`src/rtl/redmule_mx_dec_arbiter.sv`:
```
// rtl/redmule_mx_dec_arbiter.sv - block-level W/X arbiter sharing one MX decoder
// Optional feature macro: REDMULE_MX_ARB_FIXED_PRIO_EN (W always wins, no round-robin pointer).
module redmule_mx_dec_arbiter #(
  parameter int unsigned DATA_W     = 256,
  parameter int unsigned BITW       = 16,
  parameter int unsigned NUM_LANES  = 8,
  parameter int unsigned NUM_GROUPS = DATA_W / 8 / NUM_LANES
) (
  input  logic                         clk_i,
  input  logic                         rst_ni,
  input  logic [1:0]                   req_valid_i,
  output logic [1:0]                   req_ready_o,
  input  logic [1:0][DATA_W-1:0]       req_val_data_i,
  input  logic [1:0][8*NUM_GROUPS-1:0] req_exp_data_i,
  input  logic [1:0]                   req_vector_exp_i,
  output logic                         dec_val_valid_o,
  input  logic                         dec_val_ready_i,
  output logic [DATA_W-1:0]            dec_val_data_o,
  output logic                         dec_exp_valid_o,
  input  logic                         dec_exp_ready_i,
  output logic [8*NUM_GROUPS-1:0]      dec_exp_data_o,
  output logic                         dec_vector_shared_exp_o,
  input  logic                         dec_fp16_valid_i,
  output logic                         dec_fp16_ready_o,
  input  logic [NUM_LANES*BITW-1:0]    dec_fp16_data_i,
  output logic [1:0]                   out_valid_o,
  input  logic [1:0]                   out_ready_i,
  output logic [NUM_LANES*BITW-1:0]    out_data_o,
  output logic                         out_last_o,
  output logic                         busy_o
);

  localparam int unsigned BEAT_W = (NUM_GROUPS > 1) ? $clog2(NUM_GROUPS) : 1;
  localparam logic [BEAT_W-1:0] LAST_BEAT = BEAT_W'(NUM_GROUPS - 1);

  typedef enum logic [1:0] {IDLE, ISSUE, DRAIN} state_e;

  state_e                  state_q;
  logic                    rr_q;
  logic                    gnt_q;
  logic                    val_done_q;
  logic                    exp_done_q;
  logic [BEAT_W-1:0]       beat_q;
  logic [DATA_W-1:0]       val_q;
  logic [8*NUM_GROUPS-1:0] exp_q;
  logic                    vec_q;

  logic gnt_sel;
  logic grant_en;
  logic fwd_en;
  logic val_hs;
  logic exp_hs;
  logic out_hs;
  logic last_hs;
  logic val_done_d;
  logic exp_done_d;

`ifdef REDMULE_MX_ARB_FIXED_PRIO_EN
  assign rr_q = 1'b0;
`endif

  // Prefer the requester named by rr_q; fall back to the other one when it is quiet.
  always_comb begin
    gnt_sel = req_valid_i[rr_q] ? rr_q : ~rr_q;
  end

  assign grant_en = rst_ni & (state_q == IDLE) & (|req_valid_i);
  assign fwd_en   = (state_q == ISSUE) | (state_q == DRAIN);

  // Grant pulse is combinational so the requester sees acceptance in the arbitration cycle.
  always_comb begin
    req_ready_o = 2'b00;
    if (grant_en) req_ready_o[gnt_sel] = 1'b1;
  end

  assign dec_val_valid_o         = (state_q == ISSUE) & ~val_done_q;
  assign dec_exp_valid_o         = (state_q == ISSUE) & ~exp_done_q;
  assign dec_val_data_o          = val_q;
  assign dec_exp_data_o          = exp_q;
  assign dec_vector_shared_exp_o = vec_q;

  assign val_hs     = dec_val_valid_o & dec_val_ready_i;
  assign exp_hs     = dec_exp_valid_o & dec_exp_ready_i;
  assign val_done_d = val_done_q | val_hs;
  assign exp_done_d = exp_done_q | exp_hs;

  // Route decoder output beats only to the requester that owns the current block.
  always_comb begin
    out_valid_o        = 2'b00;
    out_valid_o[gnt_q] = fwd_en & dec_fp16_valid_i;
  end

  assign dec_fp16_ready_o = fwd_en & out_ready_i[gnt_q];
  assign out_data_o       = fwd_en ? dec_fp16_data_i : '0;
  assign out_hs           = fwd_en & dec_fp16_valid_i & out_ready_i[gnt_q];
  assign last_hs          = out_hs & (beat_q == LAST_BEAT);
  assign out_last_o       = fwd_en & dec_fp16_valid_i & (beat_q == LAST_BEAT);
  assign busy_o           = (state_q != IDLE);

  // Block FSM: grant and capture, issue to decoder, drain NUM_GROUPS beats back.
  always_ff @(posedge clk_i) begin
    if (!rst_ni) begin
      state_q    <= IDLE;
      gnt_q      <= 1'b0;
      beat_q     <= '0;
      val_done_q <= 1'b0;
      exp_done_q <= 1'b0;
      val_q      <= '0;
      exp_q      <= '0;
      vec_q      <= 1'b0;
`ifndef REDMULE_MX_ARB_FIXED_PRIO_EN
      rr_q       <= 1'b0;
`endif
    end else begin
      // The counter saturates at the last beat; only the DRAIN exit clears it.
      if (out_hs && !last_hs) beat_q <= beat_q + BEAT_W'(1);
      case (state_q)
        IDLE: begin
          if (grant_en) begin
            val_q   <= req_val_data_i[gnt_sel];
            exp_q   <= req_exp_data_i[gnt_sel];
            vec_q   <= req_vector_exp_i[gnt_sel];
            gnt_q   <= gnt_sel;
`ifndef REDMULE_MX_ARB_FIXED_PRIO_EN
            rr_q    <= ~gnt_sel;
`endif
            state_q <= ISSUE;
          end
        end
        ISSUE: begin
          val_done_q <= val_done_d;
          exp_done_q <= exp_done_d;
          if (val_done_d && exp_done_d) state_q <= DRAIN;
        end
        DRAIN: begin
          if (last_hs) begin
            beat_q     <= '0;
            val_done_q <= 1'b0;
            exp_done_q <= 1'b0;
            state_q    <= IDLE;
          end
        end
        default: state_q <= IDLE;
      endcase
    end
  end

endmodule

```
`config.mk`:
```
export PLATFORM = sky130hd
export DESIGN_NAME = redmule_mx_dec_arbiter
export DESIGN_NICKNAME = d
export VERILOG_FILES = /design/src/rtl/redmule_mx_dec_arbiter.sv
export SDC_FILE = /design/constraint.sdc
export NUM_CORES = 1
export LEC_CHECK = 0
export ABC_CLOCK_PERIOD_IN_PS = 3300
export CORE_AREA = 8 8 434 436
export CTS_BUF_LIST = sky130_fd_sc_hd__clkbuf_4 sky130_fd_sc_hd__clkbuf_8 sky130_fd_sc_hd__clkbuf_16
export DETAILED_ROUTE_END_ITERATION = 16
export DIE_AREA = 0 0 442 444
export PLACE_DENSITY = 0.34
export SETUP_SLACK_MARGIN = 0.15
export SLEW_MARGIN = 25
export SYNTH_ARGS = -nofsm -noshare
export SYNTH_HDL_FRONTEND = slang
export SYNTH_SLANG_ARGS = --single-unit
```
`constraint.sdc`:
```
create_clock -name clk_i -period 3.3 [get_ports clk_i]
set_input_delay 0.825 -clock clk_i [delete_from_list [all_inputs] [get_ports clk_i]]
set_output_delay 0.825 -clock clk_i [all_outputs]
set_load 0.01 [all_outputs]
```
==> results_dict.tcl <==
set metrics [dict create \
    use_met2_pct 20.62 \
    finalPower_uw 17950 \
    maxCapViolCount 0 \
    crit_arrival_ns 2.31 \
    routed_wl_mm 126.8 \
    required_ns 2.47 \
    io_pins 1141 \
    area_delta_synth_final_pct 130.0 \
    fp.dieW_um 442 \
    drt-wirelength-per-cell_um 26.64 \
    fin_crit_sh_pct 94.96 \
    status "completed" \
    hold_path.class "in2reg" \
    drtIter0Drc 2221 \
    grt_pass1_vias 15693 \
    syn_avg_cell_area_sq_um 10.35 \
    synth_top_cell_by_area "dfxtp_1" \
    fmax_ghz 0.3191 \
    grt_use_met3_pct 5.109 \
    syn_area_sq_mm 0.01248 \
    ys_seq_elements 297 \
    busiest_layer "met2" \
    grt_usage_pct 12.02 \
    ys_warn_count 0 \
    peakVddDrop_v 0.0004297 \
    rows 157 \
    antenna_found_initial 91 \
    initial_core_util_pct 6.867 \
    use_met1_pct 13.59 \
    postSynthCellCount 1205 \
    grt_start_max_net_pins 151 \
    crit_type "reg2out" \
    ys_seq_area_share_pct 47.65 \
    clockBufferDepth 3 \
    vias 15781 \
    tns_ns 0 \
    placed_cells 4636 \
    first_pass_iters 10 \
    clkLatencyLatePin_ns 0.62 \
    port_buffers 1140 \
    maxSlewViolCount 0 \
    critPathMaxFanout 6 \
    min_period_ns 3.134 \
    vias_per_cell 3.316 \
    fin_skew_ns 0.04434 \
    cts_buffers 44 \
    yosys.cell_types.count 28 \
    rsz0062_at_grt "yes" \
    path_common_cell "buf_6" \
    fin_cells 4759 \
    synth_top_area_share_pct 47.65 \
    synth_edf_count 0 \
    htree_levels 2 \
    layout.nets 3043 \
    grt_pass1_wl_mm 160.8 \
    slowest_delay_ns 0.37 \
    gp_congestion 0.8079 \
    path_clk_slew_ns 0.06 \
    maxSlewHeadroom_pct 33.10 \
    antenna_left 0 \
    overflow 0 \
    drive_above_1_share_pct 8.411 \
    dp_hpwl_mm 102.4 \
    cpMaxStageDelayCell "dfxtp_4" \
    crit_chain "inv_4, ha_4, buf_12, buf_6, buf_6, buf_8, buf_16, buf_12, and2_4, buf_6" \
    drc 0 \
    synth-async-reset-ratio_pct 0 \
    cp-start-kind "flip-flop" \
    dieArea_sq_mm 0.1962 \
    netlist_top_cells_area "dfxtp_1, a222oi_1, nor2b_1, and2_1, clkbuf_1" \
    tightest_slew_ns 1.004 \
    synth_flop_cell "dfxtp_1" \
    end_kind "primary output" \
    p_leak_uw 0.01002 \
    power.density_mw_per_mm2 625.5 \
    n_fill_cell 20382 \
    setup_viol 0 \
    cts_root_buf "clkbuf_16" \
    ctsHoldBuffers 0 \
    core_area_sq_mm 0.1817 \
    synthesis.nets 1926 \
    die_h_um 444 \
    cts_tree "yes" \
    hold_viol_final 0 \
    numClockSinks 297 \
]
==> stage by stage <==
step                hold WS (ns)  cell area (sq um)  setup slack [ns]  utilization, %
floorplan                 0.4547              12480            0.8247               -
global placement          0.4906              26870          -0.04035           14.79
detailed placement        0.4972              26870          -0.02599           14.79
CTS                       0.4021              28580          -0.02938           15.73
global route              0.4519              28660           0.06625           15.77
finish                    0.4789              28700            0.1664           15.79
==> state kept, by name, indices dropped and copies added (netlist names), 2 cells and up <==
name            flops
dec_val_data_o    256
state_q             2
beat_q              2
dec_exp_data_o     32
==> cells in the mapped netlist, types with 2 or more instances <==
library cell,n
buf_6,11
a222oi_1,289
dfxtp_1,297
nand2_1,12
inv_1,5
nand3_1,2
buf_2,24
ha_1,6
o21ai_0,5
mux2i_1,4
and2_1,129
buf_1,7
a21boi_0,2
nor2b_1,295
and3_1,2
a22oi_1,2
clkbuf_1,102
==> area by class of cell <==
class                      count  area (sq um)  area share, %
clock buffer                  68          1344          4.683
timing repair buffer        1215         12290          42.84
inverter                       5         23.77        0.08285
clock inverter                10         122.6         0.4273
sequential                   297          5951          20.74
multi-input combinational    759          5928          20.66
antenna                       20         50.05         0.1744
tap                         2385          2984          10.40
==> kinds of logic after synthesis <==
logic type               Yosys count  synth area share (%)
AND/OR/NAND/NOR                  445                 22.04
buffers and inverters            149                 5.385
multiplexers                       4                0.3209
AO/OA/AOI/OAI                    304                 24.00
flip-flops                       297                 47.65
adder cells (fa/ha/maj)            6                0.6017
==> path summary, 6_finish.rpt <==
path,from,to,slack (ns),cells past startpoint
min reg2reg,state_q[0]$_SDFFE_PN0P_,state_q[0]$_SDFFE_PN0P_,0.51,2
min,rst_ni,rr_q$_SDFFE_PN0P_,0.48,2
max,state_q[0]$_SDFFE_PN0P_,out_data_o[24],0.17,10
max reg2reg,state_q[0]$_SDFFE_PN0P_,dec_val_data_o[234]$_SDFFE_PN0P_,1.02,8
==> repair_timing <==
| item | 4_1_cts | 5_1_grt |
|---|---|---|
| pin swaps | 1 | 1 |
| buffers inserted | 10 | 8 |
| setup endpoints to repair | 133 | 47 |
| gates cloned | 7 | 0 |
| gates resized for setup | 225 | 10 |
==> critical path: cells and delay by family, from the launching register on <==
family,cells,cell delay (ns)
and+or+nand+nor,1,0.13
DFF,1,0.37
buffers and inverters,8,0.93
adders and majority gates,1,0.27
==> power breakdown <==
group | total [uW] | switching (uW) | internal, uW
clock network | 4930 | 1980 | 2950
logic | 8520 | 4170 | 4350
registers | 4510 | 375 | 4130
total | 17900 | 6520 | 11400
==> per-layer routing <==
layer,vias to the layer above,wire length [um]
li1,7008,-
met1,7754,48520
met2,805,62160
met3,156,12190
met4,58,3570
met5,-,355
==> cells in the final DEF (no fill, tap or decap), types with 10 or more instances in the layout <==
cell type        netlist  routed
diode_2                0      20
clkdlybuf4s15_2        0      12
clkdlybuf4s50_1        0    1011
dlygate4sd2_1          0      96
buf_6                 11      10
clkbuf_8               0      10
and2_1               129     120
clkbuf_16              0      44
clkbuf_4               0      14
buf_4                  0      40
dfxtp_1              297     295
a222oi_1             289     289
nand2_1               12      12
buf_12                 0      20
nor2b_1              295     295
Note: power is estimated with default switching activity, not from simulation.
